$ cat src/rtl/scmp_bus_ctrl.sv
// scmp_bus_ctrl: SC/MP external bus-cycle sequencer with wait states, hold_n stretching
// and the upper address bits multiplexed onto D during the address strobe.
module scmp_bus_ctrl #(
    parameter int ADDR_W     = 16,
    parameter int PIN_ADDR_W = 12,
    parameter int DATA_W     = 8,
    parameter int MIN_WAIT   = 0
) (
    input  logic                  clk,
    input  logic                  rst_n,
    input  logic                  bus_en,
    input  logic                  hold_n,
    input  logic                  req_valid,
    output logic                  req_ready,
    input  logic                  req_we,
    input  logic [ADDR_W-1:0]     req_addr,
    input  logic [DATA_W-1:0]     req_wdata,
    input  logic [3:0]            req_flags,
    output logic                  rsp_valid,
    output logic [DATA_W-1:0]     rsp_rdata,
    output logic                  busy,
    output logic [PIN_ADDR_W-1:0] addr,
    input  logic [DATA_W-1:0]     D_i,
    output logic [DATA_W-1:0]     D_o,
    output logic                  D_oe,
    output logic                  ADS_n,
    output logic                  RD_n,
    output logic                  WR_n
);
    typedef enum logic [1:0] {S_IDLE, S_ADDR, S_STROBE, S_DONE} state_t;

    state_t              state, state_nx;
    logic [ADDR_W-1:0]   a_q;
    logic [DATA_W-1:0]   wd_q;
    logic [DATA_W-1:0]   ads_d;
    logic [3:0]          fl_q;
    logic [3:0]          cnt;
    logic                we_q;
    logic                xfer;
    logic                strobe_end;

    assign req_ready  = (state == S_IDLE) && bus_en && rst_n;
    assign xfer       = req_valid && req_ready;
    // hold_n only matters once the programmed minimum wait has expired
    assign strobe_end = (state == S_STROBE) && (cnt == '0) && hold_n;

    always_comb begin
        state_nx = state;
        case (state)
            S_IDLE:   state_nx = xfer ? S_ADDR : S_IDLE;
            S_ADDR:   state_nx = S_STROBE;
            S_STROBE: state_nx = strobe_end ? S_DONE : S_STROBE;
            default:  state_nx = S_IDLE;
        endcase
    end

    always_ff @(posedge clk or negedge rst_n) begin
        if (!rst_n) begin
            state     <= S_IDLE;
            a_q       <= '0;
            wd_q      <= '0;
            fl_q      <= '0;
            we_q      <= 1'b0;
            cnt       <= '0;
            rsp_rdata <= '0;
        end else begin
            state <= state_nx;
            if (xfer) begin
                a_q  <= req_addr;
                wd_q <= req_wdata;
                fl_q <= req_flags;
                we_q <= req_we;
            end
            if (state == S_ADDR)
                cnt <= 4'(MIN_WAIT);
            else if (state == S_STROBE && cnt != '0)
                cnt <= cnt - 4'd1;
            if (strobe_end && !we_q)
                rsp_rdata <= D_i;
        end
    end

    // flags occupy the top nibble, high address bits the LSBs
    assign ads_d     = {fl_q, {(DATA_W-4){1'b0}}} | DATA_W'(a_q >> PIN_ADDR_W);
    assign busy      = state != S_IDLE;
    assign rsp_valid = state == S_DONE;
    assign addr      = a_q[PIN_ADDR_W-1:0];
    assign ADS_n     = state != S_ADDR;
    assign RD_n      = !(state == S_STROBE && !we_q);
    assign WR_n      = !(state == S_STROBE && we_q);
    assign D_oe      = (state == S_ADDR) || (we_q && (state == S_STROBE || state == S_DONE));
    assign D_o       = (state == S_ADDR) ? ads_d : (D_oe ? wd_q : '0);
endmodule

$ cat config.mk
export PLATFORM = sky130hd
export DESIGN_NAME = scmp_bus_ctrl
export DESIGN_NICKNAME = d
export VERILOG_FILES = /design/src/rtl/scmp_bus_ctrl.sv
export SDC_FILE = /design/constraint.sdc
export NUM_CORES = 1
export LEC_CHECK = 0
export BUFFER_PORTS_ARGS = -buffer_cell sky130_fd_sc_hd__buf_2
export CORE_MARGIN = 2
export CORE_UTILIZATION = 44
export DETAILED_ROUTE_END_ITERATION = 16
export MAX_ROUTING_LAYER = met4
export PLACE_DENSITY = 0.76
export SETUP_SLACK_MARGIN = 0.02
export SLEW_MARGIN = 20
export SYNTH_ARGS = -nofsm -noshare
export SYNTH_HDL_FRONTEND = slang
export SYNTH_SLANG_ARGS = --single-unit
$ cat constraint.sdc
create_clock -name clk -period 1.6 [get_ports clk]
set_input_delay 0.16 -clock clk [delete_from_list [all_inputs] [get_ports clk]]
set_output_delay 0.16 -clock clk [all_outputs]
set_load 0.01 [all_outputs]
# Word-level counts from Yosys, hierarchy flattened
# Cells that the tools add are included.
dict set report totals {
  out_inout_bits 35
  in_bits 42
  wordCells 40
  reg_bits 43
}
dict set report classes {
  addsub 1
  reduce_logical 20
  eq_ne 4
  n_mux 7
  n_bitwise 1
}
# op count
set op_table {}
lappend op_table {{$mux W8} 2}
lappend op_table {{$logic_and A1 B1 Y1} 10}
lappend op_table {{$mux W4} 2}
lappend op_table {{$or A8 B4 Y8} 1}
lappend op_table {{$pmux W2 S3} 1}
lappend op_table {{$eq A2 B2 Y1 const B} 2}
lappend op_table {{$logic_not A4 Y1} 1}
lappend op_table {{$reduce_bool A2 Y1} 2}
lappend op_table {{$reduce_bool A4 Y1} 1}
lappend op_table {{$sub A4 B1 Y4 const B} 1}
lappend op_table {{$logic_not A1 Y1} 3}
lappend op_table {{$eq A2 B1 Y1 const B} 1}
lappend op_table {{$logic_not A2 Y1} 1}
lappend op_table {{$logic_or A1 B1 Y1} 2}
lappend op_table {{$mux W1} 2}
lappend op_table {{$ne A2 B1 Y1 const B} 1}

# Longest topological paths before layout
dict set report depth {
  depth_word 6
  depth_mapped 6
  depth_no_buf 5
}

# Worst setup path before layout
# No wires, ideal clock.
dict set report synth_timing {
  path_type {register -> register}
  from {register state[0]}
  to {register a_q[0]}
  arrival_time_ps 1447
  path_buffers 1
  slack_ps 28
  required_ps 1475
  path_stages_with_launch 7
  path_cell_list {dfrtp_1 -> inv_1 -> ha_1 -> and3_1 -> nand2_1 -> buf_6 -> mux2_2}
}
dict set report synth_between {
  elab_chain_len 4
}
# item line
set synth_lines {}
lappend synth_lines {{start, declared} 32} ;# state_t state, state_nx;
lappend synth_lines {{start signal, assigned} 67} ;# state <= state_nx;
lappend synth_lines {{$logic_not A2 Y1} 42} ;# assign req_ready = (state == S_IDLE) && bus_en && rst_n;
lappend synth_lines {{$logic_and A1 B1 Y1 (2 in series)} 42}
lappend synth_lines {{named net req_ready} 14} ;# output logic req_ready,
lappend synth_lines {{$logic_and A1 B1 Y1} 43} ;# assign xfer = req_valid && req_ready;
lappend synth_lines {{end signal, assigned} 69} ;# a_q <= req_addr;
lappend synth_lines {{end, declared} 33} ;# logic [ADDR_W-1:0] a_q;
# The timed path passes the listed nets, and every way through them passes these cells.
# A chain may end at the register's enable or synchronous reset.

# Worst setup path after layout
dict set report layout_timing {
  from {register state[1]}
  to {output D_o[1]}
}
dict set report layout_between {
  elab_chain_len 6
}
# item line
set layout_lines {}
lappend layout_lines {{$eq A2 B2 Y1} 91} ;# assign D_oe = (state == S_ADDR) || (we_q && (state == S_STROBE || state == S_DONE));
lappend layout_lines {{$logic_or A1 B1 Y1} 91}
lappend layout_lines {{$logic_and A1 B1 Y1} 91}
lappend layout_lines {{$logic_or A1 B1 Y1} 91}
lappend layout_lines {{$mux W8} 92} ;# assign D_o = (state == S_ADDR) ? ads_d : (D_oe ? wd_q : '0);
lappend layout_lines {{$mux W8 (*)} 92}
lappend layout_lines {{end, declared} 24} ;# output logic [DATA_W-1:0] D_o,
# Every way passes the cells marked *; elsewhere a longest branch is shown, timed or not.

==> results.md <==
- Outcome: finished, violations left
- Failing checks: setup timing
- Initial antenna violation count: 0
- Vias per cell: 4.93
- Detail Placement HPWL: 2920 µm
- CTS tree: built
- Post-synthesis sequential area ratio: 52.9%
- Post-detailed-route count of antenna-violating nets: 0
- Fin Hold WS: 0.0888 ns
- DRC Markers: 0
- Synth warnings: 0
- Mapped cell area: 2030 µm²
- WHS Endpoint: wd_q[6]$_DFFE_PN0P_
- Clock Skew: 0.00782 ns
- Most common cell after layout, fill and taps aside: buf_2
- Vias in the first global route: 1443
- Layout area overhead: 32.5%
- Die Height: 72 µm
- Yosys reg bits: 43
- Average cell area after synthesis: 12.8 µm²
- Worst r2r dst: fl_q[0]$_DFFE_PN0P_
- Leak Pwr: 1.36 nW
- Post-synth top area cell: dfrtp_1
- CP startpoint kind: register
- Final wirelength: 4190 µm
- Reg clk slew, reported paths: 0.08 ns
- Most frequent cells in the layout: buf_2 (76), dfrtp_1 (43), mux2_2 (37)
- Grt ovf: 0
- Num rows: 24
- Clk root buf: clkbuf_8
- Syn nets: 208
- Fin Setup TNS: -0.0144 ns
- Clk Latency, worst-skew pair: 0.29 ns
- Fin area: 2700 µm²
- Worst Hold Class: primary input to register
- WS Path Type: register to primary output
- PD cells: 1850 nW/µm²
- Routability cong.: 0.771
- Clk sinks: 43
- GR Util All Layers: 17.0%
- CP Data Arrival Time: 1.45 ns
- Tmin final: 1.61 ns
- Htree depth: 2
- Hold Startpoint: req_wdata[6]
- Final Max Slew Viols: 0
- I/O Buffers: 76
- Pre-Repair DR Iteration Count: 4
- R2R setup slack: 0.04 ns
- Final nets: 285
- Num CTS Buffers: 5
- Max-Cap Viols: 0
- Die Area: 5180 µm²
- Initial Util: 46.1%
- Share of layout cells above drive strength 1: 64.1%
- First-pass GRT wire length: 6510 µm
- WL per Instance: 14.5 µm
- Post-CTS setup repair buffer count: 0
- Worst Tran Pin Value: 0.540 ns
- Num ports: 77
- Die X: 72 µm
- Setup repair after global routing missed its margin: true
- Slew margin rel.: 64.0%
- Type of destination of the critical path: primary output
- Largest net degree at the start of global routing: 44
- Post-Place Worst Slack: 0.0637 ns
- Final core utilization: 61.1%
- Max Fanout on Critical Path: 5
- # setup viols final: 2
- F_max: 0.620 GHz
- Worst setup margin: -0.0126 ns
- DP Area: 2420 µm²
- ANT cells: 0
- Final hold violation count: 0
- Reg2Reg Depth: 6
- Top cell type's share of synthesized area: 52.9%
- CORE AREA: 4410 µm²
- Period Utilization, post-route: 101%
- Worst flop-to-flop path startpoint: state[1]$_DFF_PN0_
- 1st-iter DRT viols: 49
- CP Data Required Time: 1.44 ns
- Hold path cells: 2
- Peak ir drop on the vdd network: 0.000910 V
- CTS max path bufs: 2
- Mapped Cells: 159
- DR vias: 1425
- Count of cell types in the netlist: 23
- # fillers: 368
- Top cells by area, synth: dfrtp_1 (53%), mux2_2 (21%), buf_4 (4.4%)
power by group:
part / internal (mW) / switching, mW
Clock: 0.624 / 0.369
Combinational: 1.13 / 1.00
Sequential: 1.58 / 0.271
sequential cells by signal (all words and copies together) (netlist names):
| signal | flops |
|---|---|
| a_q | 16 |
| rsp_rdata | 8 |
| wd_q | 8 |
| cnt | 4 |
| fl_q | 4 |
| state | 2 |
| we_q | 1 |
stage by stage:
stage	cells	total power [mW]
after global routing	289	5.28
final	289	4.97
after detailed placement	278	3.73
after global placement	278	3.67
after CTS	288	4.89
after floorplan	159	3.18
per-layer routing:
| layer | routed length [µm] | GRT usage, % | share of wire (%) | vias up |
|---|---|---|---|---|
| met1 | 1690 | 20.4 | 40 | 700 |
| met3 | 180 | 4.31 | 4.3 | 5 |
| met2 | 2270 | 28.2 | 54 | 33 |
| met4 | 53 | 5.66 | 1.3 | 0 |
| met5 | 0 | - | 0 | - |
| li1 | - | - | - | 687 |
area by class of cell:
class,instances,area (µm²),share of cell area (%)
repair buffers,87,522,19.4
flip-flops and latches,43,1080,39.9
clock inverters,2,60.1,2.23
multi-input cells,93,877,32.5
well taps,52,65.1,2.41
inverters,6,22.5,0.836
clock buffers,6,72.6,2.69
worst max-delay path by stage:
stage,to,start,cells after the start,slack (ns)
after global placement,rsp_rdata[7]$_DFFE_PN0P_,state[1]$_DFF_PN0_,5,0.1
after detailed placement,a_q[4]$_DFFE_PN0P_,state[0]$_DFF_PN0_,6,0.06
after global routing,D_o[1],state[1]$_DFF_PN0_,6,-0.08
after floorplan,a_q[0]$_DFFE_PN0P_,state[0]$_DFF_PN0_,6,0.03
final,D_o[1],state[1]$_DFF_PN0_,5,-0.01
after CTS,D_o[4],state[0]$_DFF_PN0_,5,-0.01
repair_timing:
action | CTS | global route
hold buffers | 1 | 0
pin swaps | 0 | 9
endpoints found under the setup margin | 26 | 43
cloned | 1 | 1
resized for setup | 19 | 16
hold endpoints to repair | 43 | 0
kinds of logic (layout without fill, tap and decap cells):
| family | after synthesis | count (layout) | share of synthesized area (%) |
|---|---|---|---|
| mux | 39 | 40 | 21.5 |
| simple gates | 32 | 32 | 8.98 |
| flops | 43 | 43 | 52.9 |
| fa+ha+maj | 7 | 7 | 4.30 |
| compound gates | 14 | 14 | 4.18 |
| buf+inv | 24 | 101 | 8.12 |
cell usage after synthesis (all sizes together):
cell type / number
a211oi: 1
a21oi: 3
a311oi: 1
a31o: 1
and3: 1
buf: 16
clkbuf: 2
dfrtp: 43
ha: 7
inv: 6
mux2: 38
mux2i: 1
nand2: 20
nand3: 1
nand4b: 1
nor2: 3
nor2b: 2
nor4b: 1
o21ai: 8
or2b: 1
or3: 1
or3b: 1
critical path: stages, from the launching register on:
cell	delay, ns
dfrtp_1	0.39
buf_6	0.14
mux2_4	0.35
nand2_2	0.08
o21ai_2	0.05
buf_2	0.14
(Power assumes the default switching activity.)
